--- config.mk ---
export PLATFORM = sky130hd
export DESIGN_NAME = reg_mem_ctx_store_flat
export DESIGN_NICKNAME = d
export VERILOG_FILES = /design/src/rtl/reg_mem_ctx_store_if.sv /design/src/rtl/reg_mem_ctx_store.sv /design/src/flat_wrapper.sv
export SDC_FILE = /design/constraint.sdc
export NUM_CORES = 2
export LEC_CHECK = 0
export BUFFER_PORTS_ARGS = -buffer_cell sky130_fd_sc_hd__buf_4
export CORE_MARGIN = 2
export CORE_UTILIZATION = 60
export CTS_BUF_LIST = sky130_fd_sc_hd__clkbuf_8
export DETAILED_ROUTE_END_ITERATION = 8
export GPL_TIMING_DRIVEN = 0
export PLACE_DENSITY = 0.75
export SLEW_MARGIN = 30
export SYNTH_ARGS = -nofsm -noshare
export SYNTH_HDL_FRONTEND = slang
export SYNTH_SLANG_ARGS = --single-unit
--- constraint.sdc ---
create_clock -name CLK -period 6.7 [get_ports CLK]
set_clock_uncertainty 0.15 [all_clocks]
set_input_delay 0 -clock CLK [delete_from_list [all_inputs] [get_ports CLK]]
set_output_delay 0 -clock CLK [all_outputs]
set_load 0.005 [all_outputs]
--- src/rtl/reg_mem_ctx_store_if.sv ---
// reg_mem_ctx_store_if
//   Bundles the request strobes from the register memory controller, the
//   register file read/write port and the transfer status outputs of
//   reg_mem_ctx_store.
//
//   Signals:
//     RM_write  save request (level) from the register memory controller
//     RM_read   restore request (level) from the register memory controller
//     CTX_ID    target context slot
//     RF_RADDR  register file read address (save)
//     RF_RDATA  register file combinational read data for RF_RADDR
//     RF_WADDR  register file write address (restore)
//     RF_WDATA  register file write data
//     RF_WEN    register file write enable
//     BUSY      transfer in progress
//     DONE      one-cycle completion pulse
//     ERR       one-cycle pulse with DONE when a restore hit an unwritten slot
//
//   Modports:
//     master  controller / register file side
//     slave   the context store
interface reg_mem_ctx_store_if #(
    parameter int CTX_W = 2,
    parameter int XLEN  = 32
);
    logic             RM_write;
    logic             RM_read;
    logic [CTX_W-1:0] CTX_ID;
    logic [4:0]       RF_RADDR;
    logic [XLEN-1:0]  RF_RDATA;
    logic [4:0]       RF_WADDR;
    logic [XLEN-1:0]  RF_WDATA;
    logic             RF_WEN;
    logic             BUSY;
    logic             DONE;
    logic             ERR;

    modport master (
        output RM_write, RM_read, CTX_ID, RF_RDATA,
        input  RF_RADDR, RF_WADDR, RF_WDATA, RF_WEN, BUSY, DONE, ERR
    );

    modport slave (
        input  RM_write, RM_read, CTX_ID, RF_RDATA,
        output RF_RADDR, RF_WADDR, RF_WDATA, RF_WEN, BUSY, DONE, ERR
    );
endinterface

--- src/rtl/reg_mem_ctx_store.sv ---
// reg_mem_ctx_store
//   Register memory transfer sequencer. A rising RM_write saves x1..x31 from
//   the register file into context slot CTX_ID; a rising RM_read restores
//   x1..x31 from that slot back into the register file. x0 is never touched.
//
//   Ports:
//     CLK    clock, all state updates on the rising edge
//     RESET  synchronous active-high reset
//     bus    reg_mem_ctx_store_if.slave (requests, register file port, status)
//
//   Timing (request first high in cycle c):
//     the request is registered twice and the 0->1 step between the two copies
//     is the start edge, so BUSY rises in cycle c+2. Save occupies c+2..c+32,
//     restore c+2..c+33 (read stage plus one drain cycle), and the DONE pulse
//     lands in cycle c+33 for a save and c+34 for a restore.
module reg_mem_ctx_store #(
    parameter int NUM_CTX = 4,
    parameter int CTX_W   = 2,
    parameter int XLEN    = 32
) (
    input  logic               CLK,
    input  logic               RESET,
    reg_mem_ctx_store_if.slave bus
);

    typedef enum logic [1:0] {
        ST_IDLE,
        ST_SAVE,
        ST_RESTORE,
        ST_FIN
    } state_t;

    localparam logic [4:0] LAST_REG = 5'd31;

    state_t state;
    state_t state_nxt;

    // Request edge detection: two registered copies of each strobe.
    logic write_d1;
    logic write_d2;
    logic read_d1;
    logic read_d2;
    logic write_rise;
    logic read_rise;

    logic [CTX_W-1:0]   ctx_q;
    logic [4:0]         idx;
    logic               drain_q;
    logic               err_q;
    logic [NUM_CTX-1:0] valid;

    // Restore write stage registers.
    logic [XLEN-1:0]    rd_q;
    logic [4:0]         waddr_q;
    logic               wen_q;

    // Slot-major storage addressed by {ctx, reg}; entry reg=0 is never used.
    logic [XLEN-1:0]    mem [NUM_CTX*32];

    logic               busy;
    logic               done;
    logic               err;
    logic [4:0]         raddr;

    assign write_rise = write_d1 & ~write_d2;
    assign read_rise  = read_d1 & ~read_d2;

    // ------------------------------------------------------------------
    // State register
    // ------------------------------------------------------------------
    // NOTE: sequential state uses non-blocking assignments so every flop
    // samples values from before the edge, independent of block ordering.
    always_ff @(posedge CLK) begin
        if (RESET) begin
            state <= ST_IDLE;
        end else begin
            state <= state_nxt;
        end
    end

    // ------------------------------------------------------------------
    // Next state and status outputs
    // ------------------------------------------------------------------
    // NOTE: every output of this block gets a default first so no path
    // leaves a value unassigned and no latch is inferred.
    always_comb begin
        state_nxt = state;
        busy      = 1'b0;
        done      = 1'b0;
        err       = 1'b0;
        raddr     = 5'd0;

        unique case (state)
            ST_IDLE: begin
                // Save wins when both requests rise together.
                if (write_rise) begin
                    state_nxt = ST_SAVE;
                end else if (read_rise) begin
                    state_nxt = ST_RESTORE;
                end
            end
            ST_SAVE: begin
                busy  = 1'b1;
                raddr = idx;
                if (idx == LAST_REG) begin
                    state_nxt = ST_FIN;
                end
            end
            ST_RESTORE: begin
                busy = 1'b1;
                if (drain_q) begin
                    state_nxt = ST_FIN;
                end
            end
            ST_FIN: begin
                busy      = 1'b1;
                done      = 1'b1;
                err       = err_q;
                state_nxt = ST_IDLE;
            end
        endcase
    end

    // ------------------------------------------------------------------
    // Datapath: edge registers, slot index, register walk, restore pipe
    // ------------------------------------------------------------------
    always_ff @(posedge CLK) begin
        if (RESET) begin
            write_d1 <= 1'b0;
            write_d2 <= 1'b0;
            read_d1  <= 1'b0;
            read_d2  <= 1'b0;
            ctx_q    <= '0;
            idx      <= 5'd0;
            drain_q  <= 1'b0;
            err_q    <= 1'b0;
            valid    <= '0;
            rd_q     <= '0;
            waddr_q  <= 5'd0;
            wen_q    <= 1'b0;
        end else begin
            // Edge registers track the inputs in every state, so a level
            // held across a transfer never looks like a fresh request.
            write_d1 <= bus.RM_write;
            write_d2 <= write_d1;
            read_d1  <= bus.RM_read;
            read_d2  <= read_d1;
            wen_q    <= 1'b0;

            unique case (state)
                ST_IDLE: begin
                    if (write_rise || read_rise) begin
                        ctx_q   <= bus.CTX_ID;
                        idx     <= 5'd1;
                        drain_q <= 1'b0;
                        // Only a restore can fail, and only on an unwritten slot.
                        err_q   <= ~write_rise & ~valid[bus.CTX_ID];
                    end
                end
                ST_SAVE: begin
                    if (idx == LAST_REG) begin
                        valid[ctx_q] <= 1'b1;
                        idx          <= 5'd0;
                    end else begin
                        idx <= idx + 5'd1;
                    end
                end
                ST_RESTORE: begin
                    if (!drain_q) begin
                        rd_q    <= err_q ? '0 : mem[{ctx_q, idx}];
                        waddr_q <= idx;
                        wen_q   <= 1'b1;
                        // Stop at x31 and spend one cycle draining the write
                        // stage instead of letting idx wrap to x0.
                        if (idx == LAST_REG) begin
                            drain_q <= 1'b1;
                            idx     <= 5'd0;
                        end else begin
                            idx <= idx + 5'd1;
                        end
                    end else begin
                        rd_q    <= '0;
                        waddr_q <= 5'd0;
                    end
                end
                ST_FIN: begin
                    err_q   <= 1'b0;
                    drain_q <= 1'b0;
                end
            endcase
        end
    end

    // NOTE: the context array has no reset; VALID decides whether a slot's
    // contents may be used, so clearing the storage itself is unnecessary.
    always_ff @(posedge CLK) begin
        if (!RESET && state == ST_SAVE) begin
            mem[{ctx_q, idx}] <= bus.RF_RDATA;
        end
    end

    assign bus.BUSY     = busy;
    assign bus.DONE     = done;
    assign bus.ERR      = err;
    assign bus.RF_RADDR = raddr;
    assign bus.RF_WEN   = wen_q;
    assign bus.RF_WADDR = waddr_q;
    assign bus.RF_WDATA = rd_q;

endmodule

--- src/flat_wrapper.sv ---
// flat-port wrapper written by rule: the top's interface ports become plain ports
module reg_mem_ctx_store_flat 
#(
    parameter int NUM_CTX = 4,
    parameter int CTX_W   = 2,
    parameter int XLEN    = 32
)
  (CLK, RESET, bus_RM_write, bus_RM_read, bus_CTX_ID, bus_RF_RDATA, bus_RF_RADDR, bus_RF_WADDR, bus_RF_WDATA, bus_RF_WEN, bus_BUSY, bus_DONE, bus_ERR);
  reg_mem_ctx_store_if #(.CTX_W(CTX_W), .XLEN(XLEN)) bus_i ();
  input  logic CLK;
  input  logic RESET;
  input wire logic [$bits(bus_i.RM_write)-1:0] bus_RM_write;
  input wire logic [$bits(bus_i.RM_read)-1:0] bus_RM_read;
  input wire logic [$bits(bus_i.CTX_ID)-1:0] bus_CTX_ID;
  input wire logic [$bits(bus_i.RF_RDATA)-1:0] bus_RF_RDATA;
  output wire logic [$bits(bus_i.RF_RADDR)-1:0] bus_RF_RADDR;
  output wire logic [$bits(bus_i.RF_WADDR)-1:0] bus_RF_WADDR;
  output wire logic [$bits(bus_i.RF_WDATA)-1:0] bus_RF_WDATA;
  output wire logic [$bits(bus_i.RF_WEN)-1:0] bus_RF_WEN;
  output wire logic [$bits(bus_i.BUSY)-1:0] bus_BUSY;
  output wire logic [$bits(bus_i.DONE)-1:0] bus_DONE;
  output wire logic [$bits(bus_i.ERR)-1:0] bus_ERR;
  assign bus_i.RM_write = bus_RM_write;
  assign bus_i.RM_read = bus_RM_read;
  assign bus_i.CTX_ID = bus_CTX_ID;
  assign bus_i.RF_RDATA = bus_RF_RDATA;
  assign bus_RF_RADDR = bus_i.RF_RADDR;
  assign bus_RF_WADDR = bus_i.RF_WADDR;
  assign bus_RF_WDATA = bus_i.RF_WDATA;
  assign bus_RF_WEN = bus_i.RF_WEN;
  assign bus_BUSY = bus_i.BUSY;
  assign bus_DONE = bus_i.DONE;
  assign bus_ERR = bus_i.ERR;
  reg_mem_ctx_store #(.NUM_CTX(NUM_CTX), .CTX_W(CTX_W), .XLEN(XLEN)) u_core (.CLK(CLK), .RESET(RESET), .bus(bus_i));
endmodule
==> Word level (Yosys, flattened, before mapping) <==
Memory sizes are Yosys's and may differ from the RTL's.
Cells that the tools add are included.
{ "totals": {"ff_bits": 57, "ram_bits": 4096, "input_bits": 38, "elab_cells": 81, "mem_count": 1} }
{ "mem_list": {"columns": ["name", "words", "word_bits", "rd", "rd_clocked_by_memory_dff", "write_ports", "line", "rtl"], "rows": [
  ["u_core.mem", 128, 32, 1, 0, 1, "reg_mem_ctx_store.sv:58", "logic [XLEN-1:0] mem [NUM_CTX*32];"]
]} }
{ "op_classes": {"addsub": 1, "order_cmp": 3, "n_eq_ne": 9, "mux": 29, "bitwise_logic": 9, "reduce_logical": 16} }
{ "op_table": {"columns": ["cell", "n"], "rows": [
  ["32-bit two-way mux", 2],
  ["5-bit two-way mux", 5],
  ["5-bit one-hot mux with 3 select lines", 1],
  ["1-bit two-way mux", 12],
  ["2-bit two-way mux", 4],
  ["2-bit one-hot mux with 4 select lines", 1],
  ["2-bit AND reduction", 4],
  ["2-bit by 3-bit less-than comparator with 1-bit output, second input constant", 2],
  ["2-bit by 1-bit != test with 1-bit output, second input constant", 3],
  ["3-bit AND reduction", 2],
  ["3-bit nonzero test", 2],
  ["5-bit by 1-bit adder with 5-bit output, second input constant", 1],
  ["5-bit equality test, second input constant", 1],
  ["1-bit NOT", 5],
  ["2-bit equality test, second input constant", 2],
  ["4-bit bitwise OR", 1],
  ["1-bit AND", 3],
  ["3-bit by 1-bit != test with 1-bit output, second input constant", 1],
  ["1-bit one-hot mux with 3 select lines", 1],
  ["3-bit OR reduction", 1],
  ["1-bit binary-select mux with 2-bit select", 1],
  ["1-bit demux with 2-bit select", 1],
  ["2-bit by 1-bit equality test with 1-bit output, second input constant", 1],
  ["2-bit by 1-bit >= comparator with 1-bit output, second input constant", 1],
  ["8 further kinds", 9]
]} }

==> Longest topological paths before layout <==
{ "depth": {"ltp_word": 6, "mapped_depth": 13, "mapped_depth_nobuf": 7} }

==> Least setup slack after synthesis <==
OpenSTA, ideal clock, no wires.
{ "synth_path": {"path_type": "reg2reg", "from": "reg u_core.idx[2]", "to": "mem u_core.mem[107][0], enable pin", "t_arrival_ns": 3.254, "t_required_ns": 6.129, "path_slack_ns": 2.875, "path_stages_with_launch": 9, "period_less_slack_ns": 3.825, "cell_sequence": "dfxtp_1 > buf_4 > buf_2 > buf_2 > buf_4 > nand3b_1 > or3b_2 > buf_2 > nor2_1"} }
{ "synth_lines": {"columns": ["item", "line", "rtl"], "rows": [
  ["start, declared", "reg_mem_ctx_store.sv:47", "logic [4:0] idx;"],
  ["start signal, assigned", "reg_mem_ctx_store.sv:165", "idx <= idx + 5'd1;"],
  ["start signal, assigned", "reg_mem_ctx_store.sv:179", "idx <= idx + 5'd1;"],
  ["end, declared", "reg_mem_ctx_store.sv:58", null]
]} }
No word-level cell before the write port.

==> Worst setup path after layout <==
{ "layout_path": {"from": "reg u_core.idx[2]", "to": "mem u_core.mem[71][1], enable pin"} }
No word-level cell before the write port.

==> results.txt <==
* Run status: complete, no violations
- In the final layout, flip-flops and latches occupy 0.124 mm^2.
- The min-delay analysis places its worst path in the category in2reg.
* Core Area: 0.262 mm^2
* Die Y: 518 um
* Share of the clock period used by the worst path after layout: 84.5%
- R2r endpoint: u_core.mem[71][1]$_DFFE_PP_
* Die area: 0.268 mm^2
- During placement, the flow inserted port buffers numbering 83.
* Reg2Reg Depth: 10
* Type of origin of the critical path: flop
- Proportion of netlist area held by the largest area contributor: 77.7%
- Count of synthesis-stage warnings from yosys: 0
- Net count after synthesis: 8576
- Summing internal, switching and leakage power gives 51.6 mW.
- Part of the Yosys area used for sequential elements: 78.5%
- Across all register-to-register paths, the minimum setup slack is 1.04 ns.
- Number of enable-type register cells in the synthesized netlist: 4096
* Power density normalized to cell area: 282 mW/mm^2
- Number of vias per cell after detailed routing: 6.56
- Max H-tree Level: 6
- Worst Setup End Kind: flop
- Max-cap violations in this run came to 0.
* Worst hold path endpoint: u_core.mem[13][6]$_DFFE_PP_
* Min Tclk post-route: 5.66 ns
* Unrepaired setup endpoints after global routing: no
- Entering global routing, the biggest net connects 129 pins.
- In the post-route analysis, the smallest setup slack over all paths is 1.04 ns.
- Flip-flop and latch count after synthesis: 4153
- Antenna Violating Nets Remaining: 0
* Final WL: 460000 um
* Share of cells above drive strength 1: 15.8%
* Clock tree root buffer cell: clkbuf_8
- The startpoint identified for the worst hold timing path is RESET.
* Number of global-route vias before repair: 87.2k
- The first detailed-routing pass ran for 6 iterations.
- Highest fanout seen on the critical path: 17
- Setup violations remaining at the end of the flow were counted as 0.
* Number of max-slew violations in the final report: 0
- Final sum of negative setup slack: 0 ns
- Data on the critical path arrives at its endpoint at 6.38 ns.
* Most numerous cell in the Yosys netlist: edfxtp_1
- Of all flip-flops after synthesis, the portion carrying an async set or reset was 0%.
- Crit path kind: reg2reg
* Residual DRC count: 0
* Average footprint of a synthesized cell: 18.5 um^2
- Area of the multi-input gates: 0.0329 mm^2
- The congestion estimate from routability-driven global placement came to 1.01.
* Max transition margin: 15.3%
* Longest Clk Path Bufs: 4
- Count of standard-cell rows: 188
- Area delta synth->final: 15.7%
* Clk sinks: 4153
- Summing every instance area after synthesis gives 0.158 mm^2.
* WHS Path Cells: 4
- CTS tree: built
* Crit path required time: 7.42 ns
- Total via count after detailed routing: 89.1k
- Number of distinct library cells after synthesis: 44
* Initial antenna violation count: 53
- Initial core utilization: 60.3%
- The commonest cells after synthesis are edfxtp_1 (4096), mux2i_1 (2051), o22ai_1 (803).
- RR Startpoint: u_core.idx[2]$_SDFFE_PP0P_
- Summed over all instances, the cell type with the most area after synthesis is edfxtp_1.
* Clock latency reported for the late side of the worst-skew pair: 1.23 ns
- Among all flip-flop cells after synthesis, the most frequent one is edfxtp_1.
* Layout Cells excl Fill: 13.6k
- Routed len/inst: 33.9 um
* Worst slack at placement: 1.28 ns
* Slew at the pin closest to its max-slew limit: 1.27 ns
* Total overflow reported by the global router: 0
- For this run, the total global-route usage over all layers was measured as 33.7%.
- Post-route core utilization: 69.8%
- IR analysis of the VDD net gives a maximum drop of 211 uV.
* Cells after DPL: 12.3k
* Total CTS buffers: 633
* Wire length of the first global-routing pass: 637000 um
- FMAX: 0.177 GHz
- Largest cells by area after synthesis: edfxtp_1 (78%), mux2i_1 (13%), o22ai_1 (3.2%), buf_2 (0.98%), dfxtp_1 (0.72%)
- Summed over all cells, the static leakage comes to 55.1 nW.
- Setup Fix Bufs, Post-CTS: 0
- Net count of the finished layout: 9602
- Horizontal extent of the die: 518 um
* Clock slew at reported path FFs: 0.07 ns
- I/O pin count: 84
- FILL cells: 15.9k
* Count of routing violations after the opening detailed-route iteration: 13.4k
- Final Hold Vio Count: 0
- Synthesis produced a netlist whose cell count is 8531.
- Detailed placement ended at an HPWL of 310000 um.
-- cells by family (layout without fill, tap and decap cells) --
group           Yosys count  count (layout)  synth area share, %
flops                  4153            4153                 78.5
mux                    2052            2052                 13.0
compound gates         1143            1143                 4.81
simple gates            668             668                 2.17
buf+inv                 508            2016                 1.52
fa+ha+maj                 7               7               0.0554
other cells               0              28                    0
-- worst max-delay path: stages, from the launching register on --
cell and delay [ns]:
dfxtp_1 0.32, buf_4 0.15, buf_6 0.17, buf_2 0.69, buf_4 0.47, buf_4 0.40, buf_2 0.47, nand4_1 0.64
clkbuf_2 0.73, nor2_4 0.79, buf_16 0.24
-- per-layer routing --
metal,vias to the layer above,track usage (%),share of wire (%),routed length [um]
met5,-,0,0.055,251
met4,34,19.5,6.4,29700
met3,1050,8.37,12,54100
met2,5896,51.5,46,211000
met1,45100,44.5,36,165000
li1,37000,-,-,-
-- through the flow --
step           cell area [um^2]  hold WS, ns
3_5_place_dp             170000        0.170
3_3_place_gp             163000        0.154
2_1_floorplan            158000      -0.0511
5_1_grt                  183000        0.136
4_1_cts                  183000       0.0352
6_report                 183000        0.132
-- worst max path at each step --
stage | to | slack, ns | start | cells after the start
floorplan | u_core.mem[107][0]$_DFFE_PP_ | 2.88 | u_core.idx[2]$_SDFFE_PP0P_ | 8
global placement | u_core.mem[31][21]$_DFFE_PP_ | -0.56 | u_core.idx[2]$_SDFFE_PP0P_ | 9
CTS | u_core.mem[71][1]$_DFFE_PP_ | 1.23 | u_core.idx[2]$_SDFFE_PP0P_ | 10
detailed placement | u_core.mem[71][19]$_DFFE_PP_ | 1.28 | u_core.idx[2]$_SDFFE_PP0P_ | 10
finish | u_core.mem[71][1]$_DFFE_PP_ | 1.04 | u_core.idx[2]$_SDFFE_PP0P_ | 10
global route | u_core.mem[71][1]$_DFFE_PP_ | 1.20 | u_core.idx[2]$_SDFFE_PP0P_ | 10
-- power breakdown --
group,switching [mW],leakage (nW),internal [mW]
clock,9.80,6.54,9.41
sequential,0.127,37.3,28.6
combinational,2.75,11.3,0.890
-- sequential cells by signal, indices dropped and copies added, names as in the netlist, 2 cells and up --
register	count
u_core.bus.RF_WADDR	5
u_core.bus.RF_WDATA	32
u_core.ctx_q	2
u_core.idx	5
u_core.mem	4096
u_core.state	2
u_core.valid	4
-- repair_timing --
item                      4_1_cts  5_1_grt
hold buffers                  108        1
gates resized for setup         0        0
hold endpoints to repair     4415       36
-- layout by cell type, fill, tap and decap left out, drive strengths merged, types with 4 or more instances in the layout --
| cell | count |
|---|---|
| o22a | 93 |
| nand4bb | 6 |
| mux2i | 2051 |
| nand4b | 6 |
| clkbuf | 787 |
| dfxtp | 57 |
| inv | 237 |
| or4 | 4 |
| a32o | 32 |
| edfxtp | 4096 |
| nor2 | 251 |
| or4b | 5 |
| clkinv | 224 |
| o22ai | 803 |
| nor2b | 19 |
| o2111ai | 93 |
| or3b | 5 |
| nand2b | 6 |
| nand3 | 44 |
| clkinvlp | 10 |
| nand2 | 13 |
| ha | 7 |
| bufinv | 11 |
| o21ai | 100 |
| nor4 | 159 |
| a21oi | 12 |
| buf | 669 |
| dlygate4sd3 | 78 |
| diode | 28 |
| nor3 | 99 |
| nand3b | 5 |
| nand4 | 4 |
| and2 | 6 |
| and3 | 32 |
-- layout make-up --
cell class              instances  share of cell area (%)
well taps                    3515                    2.40
diodes                         28                  0.0383
clock inverters               476                    1.41
multi-input cells            3870                    18.0
clock buffers                 641                    4.82
plain buffers                 502                    1.31
inverters                       6                  0.0123
repair buffers                391                    4.26
flip-flops and latches       4153                    67.8
No activity file was read; power rests on OpenSTA's default activity.
